$ cat config.mk
export PLATFORM = sky130hd
export DESIGN_NAME = mem_bus_arbiter_flat
export DESIGN_NICKNAME = d
export VERILOG_FILES = /design/src/rtl/mem_bus_arbiter_if.sv /design/src/rtl/mem_bus_arbiter.sv /design/src/flat_wrapper.sv
export SDC_FILE = /design/constraint.sdc
export NUM_CORES = 1
export LEC_CHECK = 0
export BUFFER_PORTS_ARGS = -buffer_cell sky130_fd_sc_hd__buf_2
export CORE_MARGIN = 3
export CORE_UTILIZATION = 43
export DETAILED_ROUTE_END_ITERATION = 10
export PLACE_DENSITY = 0.78
export SLEW_MARGIN = 20
export SYNTH_ARGS = -nofsm -noshare
export SYNTH_HDL_FRONTEND = slang
export SYNTH_SLANG_ARGS = --single-unit
$ cat constraint.sdc
create_clock -name clk_in -period 4.05 [get_ports clk_in]
set_clock_uncertainty 0.1 [all_clocks]
set_input_delay 0.6075 -clock clk_in [delete_from_list [all_inputs] [get_ports clk_in]]
set_output_delay 0.6075 -clock clk_in [all_outputs]
set_load 0.03 [all_outputs]
$ cat src/rtl/mem_bus_arbiter_if.sv
`default_nettype none
// ============================================================================
// mem_bus_arbiter_if : fetch/data request channels plus the byte-wide mem bus
// Rev 1.0
// ============================================================================
interface mem_bus_arbiter_if;
  logic        if_req;
  logic [31:0] if_addr;
  logic        if_grant;
  logic        if_done;
  logic [31:0] if_data;

  logic        d_req;
  logic        d_we;
  logic [1:0]  d_size;
  logic [31:0] d_addr;
  logic [31:0] d_wdata;
  logic        d_grant;
  logic        d_done;
  logic [31:0] d_rdata;

  logic [7:0]  mem_din;
  logic [7:0]  mem_dout;
  logic [31:0] mem_a;
  logic        mem_wr;
  logic        io_buffer_full;

  // master: requesters and memory/IO side; slave: the arbiter itself
  modport master (
    output if_req, if_addr, d_req, d_we, d_size, d_addr, d_wdata, mem_din, io_buffer_full,
    input  if_grant, if_done, if_data, d_grant, d_done, d_rdata, mem_dout, mem_a, mem_wr
  );

  modport slave (
    input  if_req, if_addr, d_req, d_we, d_size, d_addr, d_wdata, mem_din, io_buffer_full,
    output if_grant, if_done, if_data, d_grant, d_done, d_rdata, mem_dout, mem_a, mem_wr
  );
endinterface
`default_nettype wire

$ cat src/rtl/mem_bus_arbiter.sv
`default_nettype none
// ============================================================================
// mem_bus_arbiter : arbitrates fetch/data requests onto a byte-wide memory bus
// Rev 1.0
// ============================================================================
module mem_bus_arbiter #(
  parameter logic [1:0] IO_SEL = 2'b11
) (
  input  wire              clk_in,
  input  wire              rst_in,
  input  wire              rdy_in,
  input  wire              flush,
  mem_bus_arbiter_if.slave bus
);

  typedef enum logic [1:0] {
    S_IDLE = 2'd0,
    S_RD   = 2'd1,
    S_WR   = 2'd2
  } state_t;

  state_t      state_q, state_d;
  logic        last_d_q, last_d_d;     // 1 when the previous grant went to data
  logic        fetch_q, fetch_d;
  logic        we_q, we_d;
  logic [2:0]  cnt_q, cnt_d;
  logic [2:0]  len_q, len_d;
  logic [31:0] base_q, base_d;
  logic [31:0] wdata_q, wdata_d;
  logic [31:0] rbuf_q, rbuf_d;
  logic [31:0] mem_a_q, mem_a_d;
  logic [7:0]  mem_dout_q, mem_dout_d;
  logic        wr_q, wr_d;
  logic        if_grant_q, if_grant_d;
  logic        d_grant_q, d_grant_d;
  logic        if_done_q, if_done_d;
  logic        d_done_q, d_done_d;
  logic [31:0] if_data_q, if_data_d;
  logic [31:0] d_rdata_q, d_rdata_d;

  logic [2:0]  cnt_nx;
  logic [1:0]  cap_idx;
  logic        d_ok;
  logic        pick_d;

  assign cnt_nx  = cnt_q + 3'd1;
  assign cap_idx = 2'(cnt_q - 3'd1);
  assign d_ok    = bus.d_req & ~(bus.d_we & (bus.d_addr[17:16] == IO_SEL) & bus.io_buffer_full);
  assign pick_d  = d_ok & (~bus.if_req | ~last_d_q);

  always_comb begin
    state_d    = state_q;
    last_d_d   = last_d_q;
    fetch_d    = fetch_q;
    we_d       = we_q;
    cnt_d      = cnt_q;
    len_d      = len_q;
    base_d     = base_q;
    wdata_d    = wdata_q;
    rbuf_d     = rbuf_q;
    if_data_d  = if_data_q;
    d_rdata_d  = d_rdata_q;
    mem_a_d    = 32'd0;
    mem_dout_d = 8'd0;
    wr_d       = 1'b0;
    if_grant_d = 1'b0;
    d_grant_d  = 1'b0;
    if_done_d  = 1'b0;
    d_done_d   = 1'b0;

    case (state_q)
      S_IDLE: begin
        if (!flush) begin
          if (pick_d) begin
            d_grant_d = 1'b1;
            last_d_d  = 1'b1;
            fetch_d   = 1'b0;
            we_d      = bus.d_we;
            base_d    = bus.d_addr;
            wdata_d   = bus.d_wdata;
            len_d     = (bus.d_size == 2'd0) ? 3'd1 : (bus.d_size == 2'd1) ? 3'd2 : 3'd4;
            cnt_d     = 3'd0;
            rbuf_d    = 32'd0;
            mem_a_d   = bus.d_addr;
            if (bus.d_we) begin
              mem_dout_d = bus.d_wdata[7:0];
              wr_d       = 1'b1;
              state_d    = S_WR;
            end else begin
              state_d = S_RD;
            end
          end else if (bus.if_req) begin
            if_grant_d = 1'b1;
            last_d_d   = 1'b0;
            fetch_d    = 1'b1;
            we_d       = 1'b0;
            base_d     = bus.if_addr;
            len_d      = 3'd4;
            cnt_d      = 3'd0;
            rbuf_d     = 32'd0;
            mem_a_d    = bus.if_addr;
            state_d    = S_RD;
          end
        end
      end

      S_RD: begin
        if (flush) begin
          state_d = S_IDLE;
        end else begin
          cnt_d = cnt_nx;
          // memory answers two edges after the address goes out
          if (cnt_q != 3'd0) rbuf_d[{cap_idx, 3'b000} +: 8] = bus.mem_din;
          if (cnt_nx < len_q) mem_a_d = base_q + {29'd0, cnt_nx};
          if (cnt_q == len_q) begin
            state_d = S_IDLE;
            if (fetch_q) begin
              if_done_d = 1'b1;
              if_data_d = rbuf_d;
            end else begin
              d_done_d  = 1'b1;
              d_rdata_d = rbuf_d;
            end
          end
        end
      end

      S_WR: begin
        if (cnt_nx < len_q) begin
          cnt_d      = cnt_nx;
          mem_a_d    = base_q + {29'd0, cnt_nx};
          mem_dout_d = wdata_q[{cnt_nx[1:0], 3'b000} +: 8];
          wr_d       = 1'b1;
        end else begin
          state_d  = S_IDLE;
          d_done_d = 1'b1;
        end
      end

      default: state_d = S_IDLE;
    endcase
  end

  always_ff @(posedge clk_in) begin
    if (!rst_in) begin
      state_q    <= S_IDLE;
      last_d_q   <= 1'b0;
      fetch_q    <= 1'b0;
      we_q       <= 1'b0;
      cnt_q      <= 3'd0;
      len_q      <= 3'd0;
      base_q     <= 32'd0;
      wdata_q    <= 32'd0;
      rbuf_q     <= 32'd0;
      mem_a_q    <= 32'd0;
      mem_dout_q <= 8'd0;
      wr_q       <= 1'b0;
      if_grant_q <= 1'b0;
      d_grant_q  <= 1'b0;
      if_done_q  <= 1'b0;
      d_done_q   <= 1'b0;
      if_data_q  <= 32'd0;
      d_rdata_q  <= 32'd0;
    end else if (rdy_in) begin
      state_q    <= state_d;
      last_d_q   <= last_d_d;
      fetch_q    <= fetch_d;
      we_q       <= we_d;
      cnt_q      <= cnt_d;
      len_q      <= len_d;
      base_q     <= base_d;
      wdata_q    <= wdata_d;
      rbuf_q     <= rbuf_d;
      mem_a_q    <= mem_a_d;
      mem_dout_q <= mem_dout_d;
      wr_q       <= wr_d;
      if_grant_q <= if_grant_d;
      d_grant_q  <= d_grant_d;
      if_done_q  <= if_done_d;
      d_done_q   <= d_done_d;
      if_data_q  <= if_data_d;
      d_rdata_q  <= d_rdata_d;
    end
  end

  // gating with rdy_in keeps a frozen write byte from being committed twice
  assign bus.mem_wr   = wr_q & rdy_in;
  assign bus.mem_a    = mem_a_q;
  assign bus.mem_dout = mem_dout_q;
  assign bus.if_grant = if_grant_q;
  assign bus.d_grant  = d_grant_q;
  assign bus.if_done  = if_done_q;
  assign bus.d_done   = d_done_q;
  assign bus.if_data  = if_data_q;
  assign bus.d_rdata  = d_rdata_q;

endmodule
`default_nettype wire

$ cat src/flat_wrapper.sv
// flat-port wrapper written by rule: the top's interface ports become plain ports
module mem_bus_arbiter_flat 
#(
  parameter logic [1:0] IO_SEL = 2'b11
)
  (clk_in, rst_in, rdy_in, flush, bus_if_req, bus_if_addr, bus_d_req, bus_d_we, bus_d_size, bus_d_addr, bus_d_wdata, bus_mem_din, bus_io_buffer_full, bus_if_grant, bus_if_done, bus_if_data, bus_d_grant, bus_d_done, bus_d_rdata, bus_mem_dout, bus_mem_a, bus_mem_wr);
  mem_bus_arbiter_if bus_i ();
  input  wire clk_in;
  input  wire rst_in;
  input  wire rdy_in;
  input  wire flush;
  input wire logic [$bits(bus_i.if_req)-1:0] bus_if_req;
  input wire logic [$bits(bus_i.if_addr)-1:0] bus_if_addr;
  input wire logic [$bits(bus_i.d_req)-1:0] bus_d_req;
  input wire logic [$bits(bus_i.d_we)-1:0] bus_d_we;
  input wire logic [$bits(bus_i.d_size)-1:0] bus_d_size;
  input wire logic [$bits(bus_i.d_addr)-1:0] bus_d_addr;
  input wire logic [$bits(bus_i.d_wdata)-1:0] bus_d_wdata;
  input wire logic [$bits(bus_i.mem_din)-1:0] bus_mem_din;
  input wire logic [$bits(bus_i.io_buffer_full)-1:0] bus_io_buffer_full;
  output wire logic [$bits(bus_i.if_grant)-1:0] bus_if_grant;
  output wire logic [$bits(bus_i.if_done)-1:0] bus_if_done;
  output wire logic [$bits(bus_i.if_data)-1:0] bus_if_data;
  output wire logic [$bits(bus_i.d_grant)-1:0] bus_d_grant;
  output wire logic [$bits(bus_i.d_done)-1:0] bus_d_done;
  output wire logic [$bits(bus_i.d_rdata)-1:0] bus_d_rdata;
  output wire logic [$bits(bus_i.mem_dout)-1:0] bus_mem_dout;
  output wire logic [$bits(bus_i.mem_a)-1:0] bus_mem_a;
  output wire logic [$bits(bus_i.mem_wr)-1:0] bus_mem_wr;
  assign bus_i.if_req = bus_if_req;
  assign bus_i.if_addr = bus_if_addr;
  assign bus_i.d_req = bus_d_req;
  assign bus_i.d_we = bus_d_we;
  assign bus_i.d_size = bus_d_size;
  assign bus_i.d_addr = bus_d_addr;
  assign bus_i.d_wdata = bus_d_wdata;
  assign bus_i.mem_din = bus_mem_din;
  assign bus_i.io_buffer_full = bus_io_buffer_full;
  assign bus_if_grant = bus_i.if_grant;
  assign bus_if_done = bus_i.if_done;
  assign bus_if_data = bus_i.if_data;
  assign bus_d_grant = bus_i.d_grant;
  assign bus_d_done = bus_i.d_done;
  assign bus_d_rdata = bus_i.d_rdata;
  assign bus_mem_dout = bus_i.mem_dout;
  assign bus_mem_a = bus_i.mem_a;
  assign bus_mem_wr = bus_i.mem_wr;
  mem_bus_arbiter #(.IO_SEL(IO_SEL)) u_core (.clk_in(clk_in), .rst_in(rst_in), .rdy_in(rdy_in), .flush(flush), .bus(bus_i));
endmodule
Yosys cells after proc, flatten, opt, wreduce, memory -nomap -nowiden
Cells that the tools add are included.
{"block": "classes", "addsub": 4, "n_lt_le_gt_ge": 1, "n_eq_ne": 11, "shift": 3, "muxes": 63, "bitwise": 11, "reduce_logical": 13}
{"op": "$mux 32", "count": 12}
{"op": "$pmux 32 s3", "count": 1}
{"op": "$pmux 32 s2", "count": 1}
{"op": "$add 32x3->32", "count": 1}
{"op": "$bwmux 32", "count": 1}
{"op": "$mux 8", "count": 4}
{"op": "$shift 8x7->32 const A", "count": 1}
{"op": "$shiftx 32x6->8", "count": 1}
{"op": "$shiftx 8x7->32", "count": 1}
{"op": "$mux 3", "count": 9}
{"op": "$mux 1", "count": 23}
{"op": "$reduce_and 5->1", "count": 4}
{"op": "$pmux 8 s2", "count": 1}
{"op": "$mux 2", "count": 7}
{"op": "$pmux 3 s3", "count": 1}
{"op": "$reduce_and 4->1", "count": 2}
{"op": "$neg 5->7", "count": 1}
{"op": "$ne 2x2->1 const B", "count": 3}
{"op": "$ne 3x2->1 const B", "count": 2}
{"op": "$pmux 2 s3", "count": 1}
{"op": "$reduce_and 6->1", "count": 1}
{"op": "$reduce_bool 3->1", "count": 2}
{"op": "$and 1x1->1", "count": 5}
{"op": "$not 1->1", "count": 5}
{"op": "other kinds (11)", "count": 16}
{"block": "totals", "register_bits": 215, "word_cells": 123}

Depth between registers and ports, before layout
Gate-level depths: netlist (run 1).
{"block": "logic_depth", "ltp_word": 9, "mapped_depth": 11}

Least setup slack after synthesis (run 1)
No wires, ideal clock.
{"block": "synth_path", "path_type": "register to register", "start": "register u_core.cnt_q[0]", "end": "register u_core.mem_a_q[26], in the netlist u_core.bus.mem_a[26]", "setup_ps": 125, "arrival_ps": 2768, "required_time_ps": 3825, "slack_ps": 1057, "path_stages_with_launch": 12, "n_path_buf": 2, "cell_sequence": "dfxtp_1 -> inv_1 -> ha_1 -> buf_2 -> inv_1 -> fa_1 -> nor2b_1 -> o211a_1 -> clkbuf_1 -> nand4_1 -> a32oi_1 -> o21ai_0"}
{"block": "synth_between", "elab_chain_len": 5, "elab_cells_between_ends": 6}
{"item": "start: declaration", "line_no": "mem_bus_arbiter.sv:26", "text": "logic [2:0] cnt_q, cnt_d;"}
{"item": "start signal: assignment", "line_no": "mem_bus_arbiter.sv:169", "text": "cnt_q <= cnt_d;"}
{"item": "$add 3x1->3 (*)", "line_no": "mem_bus_arbiter.sv:46", "text": "assign cnt_nx = cnt_q + 3'd1;"}
{"item": "$add 32x3->32 or $lt 3x3->1 (tied branches)", "line_no": "mem_bus_arbiter.sv:114, mem_bus_arbiter.sv:131, mem_bus_arbiter.sv:129"}
{"item": "$mux 32 (*)", "line_no": "mem_bus_arbiter.sv:114, mem_bus_arbiter.sv:129"}
{"item": "$mux 32", "line_no": "mem_bus_arbiter.sv:108", "text": "if (flush) begin"}
{"item": "$pmux 32 s3 (*)", "line_no": "mem_bus_arbiter.sv:71", "text": "case (state_q)"}
{"item": "end signal: assignment", "line_no": "mem_bus_arbiter.sv:174", "text": "mem_a_q <= mem_a_d;"}
{"item": "end: declaration", "line_no": "mem_bus_arbiter.sv:31", "text": "logic [31:0] mem_a_q, mem_a_d;"}
Every way passes the cells marked *; elsewhere a longest branch is shown, timed or not.
A chain may end at the register's enable or synchronous reset.

Final worst setup path (run 1)
{"block": "layout_path", "start": "register u_core.cnt_q[1]", "end": "register u_core.mem_a_q[5], in the netlist u_core.bus.mem_a[5]"}
Same word-level chain as after synthesis.

==> results of run 1 <==
logic make-up after synthesis:
group / count (synthesis) / synth area share, %
buf+inv: 103 / 5.00
flops: 215 / 42.3
xor+xnor: 30 / 2.58
fa+ha+maj: 17 / 2.16
mux: 16 / 2.56
compound gates: 307 / 25.9
simple gates: 420 / 19.5
per-layer routing:
| metal | GRT usage, % | vias to the layer above | wire (um) |
|---|---|---|---|
| met2 | 37.7 | 350 | 13900 |
| met3 | 4.95 | 44 | 2350 |
| met5 | 0 | - | 23 |
| li1 | - | 4384 | - |
| met4 | 5.80 | 4 | 572 |
| met1 | 27.3 | 4376 | 12100 |
power groups by stage:
stage	combinational, mW	sequential (mW)	clock (mW)
2_1_floorplan	0.251	2.30	0
3_3_place_gp	0.455	2.27	0
3_5_place_dp	0.463	2.27	0
4_1_cts	0.466	2.22	2.35
5_1_grt	0.507	2.23	2.43
6_report	0.467	2.22	2.30
layout by cell type, fill, tap and decap left out, drive strengths merged, types with 8 or more instances in the layout:
cell,netlist,layout
mux4,8,8
nand4,15,15
o2bb2ai,32,32
ha,16,16
nand3,38,38
dfxtp,215,215
nor2,15,15
xor2,22,22
nand2,247,247
buf,37,241
nor2b,13,13
xnor2,8,8
o211ai,17,17
and4,8,8
o221ai,9,9
and2,44,44
a21boi,36,36
clkbuf,46,31
inv,20,23
nor3,13,13
o211a,93,93
a22oi,62,62
o21ai,22,22
mux2i,8,8
and3,10,10
metrics by stage:
stage	instance area [sq um]	worst slack, ns	hold WS [ns]	util (%)
6_report	12300	0.856	0.202	53.5
5_1_grt	12300	0.612	0.201	53.5
4_1_cts	12300	0.842	0.172	53.5
3_5_place_dp	11400	0.838	0.339	49.8
3_3_place_gp	11400	0.915	0.338	49.8
2_1_floorplan	10200	1.06	0.332	-
final cells by class:
cell class | count | area share (%)
clock buffer | 31 | 5.53
inverter | 20 | 0.612
clock inverter | 13 | 1.39
timing repair buffer | 241 | 10.3
tap | 313 | 3.19
multi-input combinational | 790 | 43.9
sequential | 215 | 35.1
final timing paths:
path                                         from              endpoint  depth (start not counted)
worst min-delay path               bus_d_addr[13]  u_core.bus.mem_a[13]                          3
worst min register to register  u_core.wdata_q[0]     u_core.wdata_q[0]                          2
worst max register to register    u_core.cnt_q[1]   u_core.bus.mem_a[5]                         10
worst max-delay path              u_core.cnt_q[1]   u_core.bus.mem_a[5]                         10
worst max-delay path, cell delays in order (launching register included):
cell,delay [ns]
dfxtp_1,0.43
inv_1,0.12
ha_1,0.42
buf_4,0.27
ha_1,0.25
nor2b_1,0.13
o21a_1,0.22
or3_1,0.37
or3_1,0.31
buf_4,0.26
o221ai_1,0.22
synthesized netlist by cell type (all sizes together) (22+ instances only):
library cell	number
nand2	247
o2bb2ai	32
o21ai	22
clkbuf	46
buf	37
nand3	38
a21boi	36
dfxtp	215
and2	44
o211a	93
xor2	22
a22oi	62
flip-flops by register name, summed over array words and instances (netlist names):
name,count
u_core.base_q,32
u_core.bus.d_done,1
u_core.bus.d_grant,1
u_core.bus.d_rdata,32
u_core.bus.if_data,32
u_core.bus.if_done,1
u_core.bus.if_grant,1
u_core.bus.mem_a,32
u_core.bus.mem_dout,8
u_core.cnt_q,3
u_core.fetch_q,1
u_core.last_d_q,1
u_core.len_q,3
u_core.rbuf_q,32
u_core.state_q,2
u_core.wdata_q,32
u_core.wr_q,1
==> flow_summary.toml, run 1 <==
[run_status]
outcome = "completed"

[final_layout]
fin_cells = 1623
seqCellArea_sq_um = 4300
multi_input_comb_area_sq_um = 5380
nFillCells = 2094
nets = 1424
drive_gt1_share_pct = 24.5
syn2layout_area_growth_pct = 20.6
num_antenna_cells = 0

[critical_path]
critPathCaptureType = "flop"
reg2reg_setup_slack_ns = 0.86
worstPathRequired_ns = 4.40
crit_type = "flop to flop"
start_kind = "flop"
cp_max_fo = 25
cp.arrival_ns = 3.54

[yosys]
yosys_warnings = 0
ys_seq_elements = 215
synth_top_area_cell = "dfxtp_1"
async_reset_ff_share_pct = 0
post_synth.cell_area_avg_sq_um = 9.18
ys_types = 61
ys_top_cells_by_area = "dfxtp_1 42%, o211a_1 9.1%, nand2_1 9.1%"
syn-num-nets = 1239
syn_inst = 1108
ys_seq_area_share_pct = 42.3
ys.flop_type = "dfxtp_1"
synth_edf_count = 0
synth_top_area_share_pct = 42.3
syn-cell-area_sq_um = 10200

[floorplanning]
dieArea_sq_um = 25500
fp.dieH_um = 160
start_util_pct = 44.4
die_w_um = 160
core_sq_um = 22900
io_pins = 223
fp-row-count = 55

[power_and_ir_drop]
seqPwrFrac_pct = 44.6
leakagePower_nw = 6.06
clockPowerShare_pct = 46.1
p_total_mw = 4.99
p_comb_share_pct = 9.4
ir_drop_mv = 0.282
power_switching_mw = 1.25
intPower_mw = 3.74
netSwitchingFraction_pct = 25.0
power_density_nw_per_um2 = 407

[timing]
min_period_ns = 3.19
finalHoldViolations = 0
tns_ns = 0
max_slew_margin_pct = 34.3
min_period_over_period_pct = 78.9
fmax_mhz = 313
worstMarginPinSlew_ns = 0.977
setup_violations = 0
slew_violations = 0
rsz0062_at_grt = "no"

[clock_tree]
hold_buffers = 0
cts_resized = 0
htreeDepth = 1
numCtsBuffers = 25
clk_path_buf_depth = 3
post-cts-setup-buffer-count = 0
cts_tree = "built"
cts-root-buf = "clkbuf_16"
clock_latency_ns = 0.53
clk_pin_slew_worst_paths_ns = 0.06
cts.sink_count = 215

[place]
port_buffers = 222
routabilityCongestion = 0.885
dp_hpwl_um = 20400
dp_cells = 1579

[routing]
viasPerCell = 5.64
dr_total_vias = 9158
drc = 0
routed_wl_um = 28900
dr.pass1.iters = 5
drtIter0Drc = 814
post_drt_wl_per_cell_um = 17.8
drt.antenna.violating_nets = 0

[global_route]
antenna_found_initial = 2
grt_pass1_vias = 8956
grt.total_usage_pct = 21.7
grt_pass1_wl_um = 46500
grt_overflow = 0
grt_max_degree = 109

[min_path]
hp-class = "input pin to flop"

[flow_run]
max_cap_viol_count = 0
Power figures use the tool's default switching activity.
==> inputs of run 2 (changes only) <==
--- a/config.mk
+++ b/config.mk
@@ -9,7 +9,7 @@
 export CORE_MARGIN = 3
 export CORE_UTILIZATION = 43
 export DETAILED_ROUTE_END_ITERATION = 10
-export PLACE_DENSITY = 0.78
+export PLACE_DENSITY = 0.8
 export SLEW_MARGIN = 20
 export SYNTH_ARGS = -nofsm -noshare
 export SYNTH_HDL_FRONTEND = slang
==> constraint.sdc (replaced) <==
create_clock -name clk_in -period 2.77 [get_ports clk_in]
set_clock_uncertainty 0.1 [all_clocks]
set_input_delay 0.4155 -clock clk_in [delete_from_list [all_inputs] [get_ports clk_in]]
set_output_delay 0.4155 -clock clk_in [all_outputs]
set_load 0.03 [all_outputs]
==> run 2 against run 1 <==
Net effect: critical path depth is 1 lower; final cell count rose by 0.92%; non-clock buffer count up 16; cell area rose by 1.8%; critical endpoint is now u_core.bus.mem_a[18]; core utilization increased by 0.95 points; via count is 1.9% higher; worst setup slack worse by 0.70 ns; count of clock-buffer cells in the layout rose by 1; total power up 45%; largest power group unchanged; sequential share of layout area decreased by 0.59 points; largest cell class unchanged.
==> flow_summary.toml, run 2 (synthesis gave the netlist of run 1 again) <==
[run_status]
outcome = "completed"

[clock_tree]
cts.sink_count = 215
htreeDepth = 1
hold_buffers = 0
clk_pin_slew_worst_paths_ns = 0.06
cts_tree = "built"
clock_latency_ns = 0.52
numCtsBuffers = 24
cts-root-buf = "clkbuf_16"
clk_path_buf_depth = 3

[critical_path]
start_kind = "flop"
cp.arrival_ns = 2.96
cp_num_buf_inv = 2
crit_family = "simple AND/OR/NAND/NOR gates"
cp_max_fo = 12
worstPathRequired_ns = 3.11
crit_type = "flop to flop"
critPathMaxStageDelay_ns = 0.38
cp_cell_sequence = "inv_1 > ha_4 > ha_1 > nor2b_1 > o21a_1 > or3_1 > or3_4 > clkbuf_16 > o211ai_2"
cpMaxStageDelayCell = "or3_1"
critPathCaptureType = "flop"

[timing]
min_period_over_period_pct = 94.4
tns_ns = 0
max_slew_margin_pct = 49.5
worstMarginPinSlew_ns = 0.752
finalHoldViolations = 0
setup_violations = 0
hold_slack_ns = 0.0314
finalWorstSetupSlack_ns = 0.156
min_period_ns = 2.61
rsz0062_at_grt = "no"
slew_violations = 0
fmax_mhz = 382

[floorplanning]
io_pins = 223
core_sq_um = 22900
dieArea_sq_um = 25500
die_w_um = 160
start_util_pct = 44.4
fp.dieH_um = 160
fp-row-count = 55

[routing]
post_drt_wl_per_cell_um = 18.1
dr_total_vias = 9332
drc = 0
viasPerCell = 5.70
routed_wl_um = 29700
drtIter0Drc = 968
drt.antenna.violating_nets = 0
dr.pass1.iters = 7

[power_and_ir_drop]
leakagePower_nw = 6.18
power_density_nw_per_um2 = 581
ir_drop_mv = 0.433
p_total_mw = 7.25

[global_route]
grt.total_usage_pct = 21.7
antenna_found_initial = 3
grt_pass1_vias = 8862
grt_pass1_wl_um = 46300
grt_overflow = 0
grt_max_degree = 121

[final_layout]
syn2layout_area_growth_pct = 22.7
final_common_cell = "nand2_1"
drive_gt1_share_pct = 25.7
final_cell_mix = "247 x nand2_1, 221 x buf_2, 213 x dfxtp_1"
postLayoutCellArea_sq_um = 12500
nets = 1439
num_antenna_cells = 0
nFillCells = 2054

[min_path]
hp-class = "input pin to flop"

[place]
routabilityCongestion = 0.864
post-place-ws_ns = 0.0562
dp_hpwl_um = 20500
place_area_sq_um = 11600
port_buffers = 222

[flow_run]
max_cap_viol_count = 0
-- run 2: changes by cell type in the layout (fill, tap and decap cells not counted), moves of 2 or more --
cell,previous run,this run
buf_12,1,6
clkinv_2,5,3
dfxtp_2,0,2
clkinv_4,0,2
dfxtp_1,215,213
buf_4,19,28
-- run 2: timing repair --
action                     CTS  global route
setup endpoints to repair    0            26
buffers inserted             0             0
gates resized for setup      0             4
-- run 2: final timing paths --
check | startpoint | to | slack, ns | cells after the start
setup / recovery | u_core.cnt_q[0] | u_core.bus.mem_a[18] | 0.16 | 9
hold / removal | bus_d_addr[22] | u_core.bus.mem_a[22] | 0.03 | 3
setup reg to reg | u_core.cnt_q[0] | u_core.bus.mem_a[18] | 0.16 | 9
hold reg to reg | u_core.bus.mem_dout[4] | u_core.bus.mem_dout[4] | 0.35 | 2
-- run 2: layout make-up --
type                    instances  area, sq um  area share [%]
clock buffers                  32          671            5.37
clock inverters                11          155            1.24
inverters                      20         75.1           0.601
multi-input cells             790         5400            43.2
flip-flops and latches        215         4310            34.5
well taps                     313          392            3.14
repair buffers                257         1490            11.9
-- run 2: worst reg2reg max path: stages (launching register included) --
cell and delay (ns):
dfxtp_2 0.34, inv_1 0.08, ha_4 0.27, ha_1 0.28, nor2b_1 0.13, o21a_1 0.21, or3_1 0.38, or3_4 0.39
clkbuf_16 0.20, o211ai_2 0.16
-- run 2: per-layer routing --
metal / global-route usage (%) / vias to the layer above / share of wire, %
met5: 0 / - / 0.12
met4: 7.85 / 6 / 3.1
met3: 4.75 / 72 / 8.4
met2: 36.0 / 417 / 47
met1: 28.0 / 4429 / 42
li1: - / 4408 / -
-- run 2: report_power, final --
part	internal, mW	switching (mW)	total, mW
Combinational	0.272	0.435	0.707
Sequential	3.18	0.0690	3.25
Clock	1.99	1.30	3.30
Total	5.44	1.81	7.25
-- run 2: through the flow --
step / std cells / utilization [%]
after global routing: 1638 / 54.5
after global placement: 1593 / 50.6
final: 1638 / 54.5
after CTS: 1636 / 54.2
after detailed placement: 1593 / 50.6
after floorplan: 1108 / -
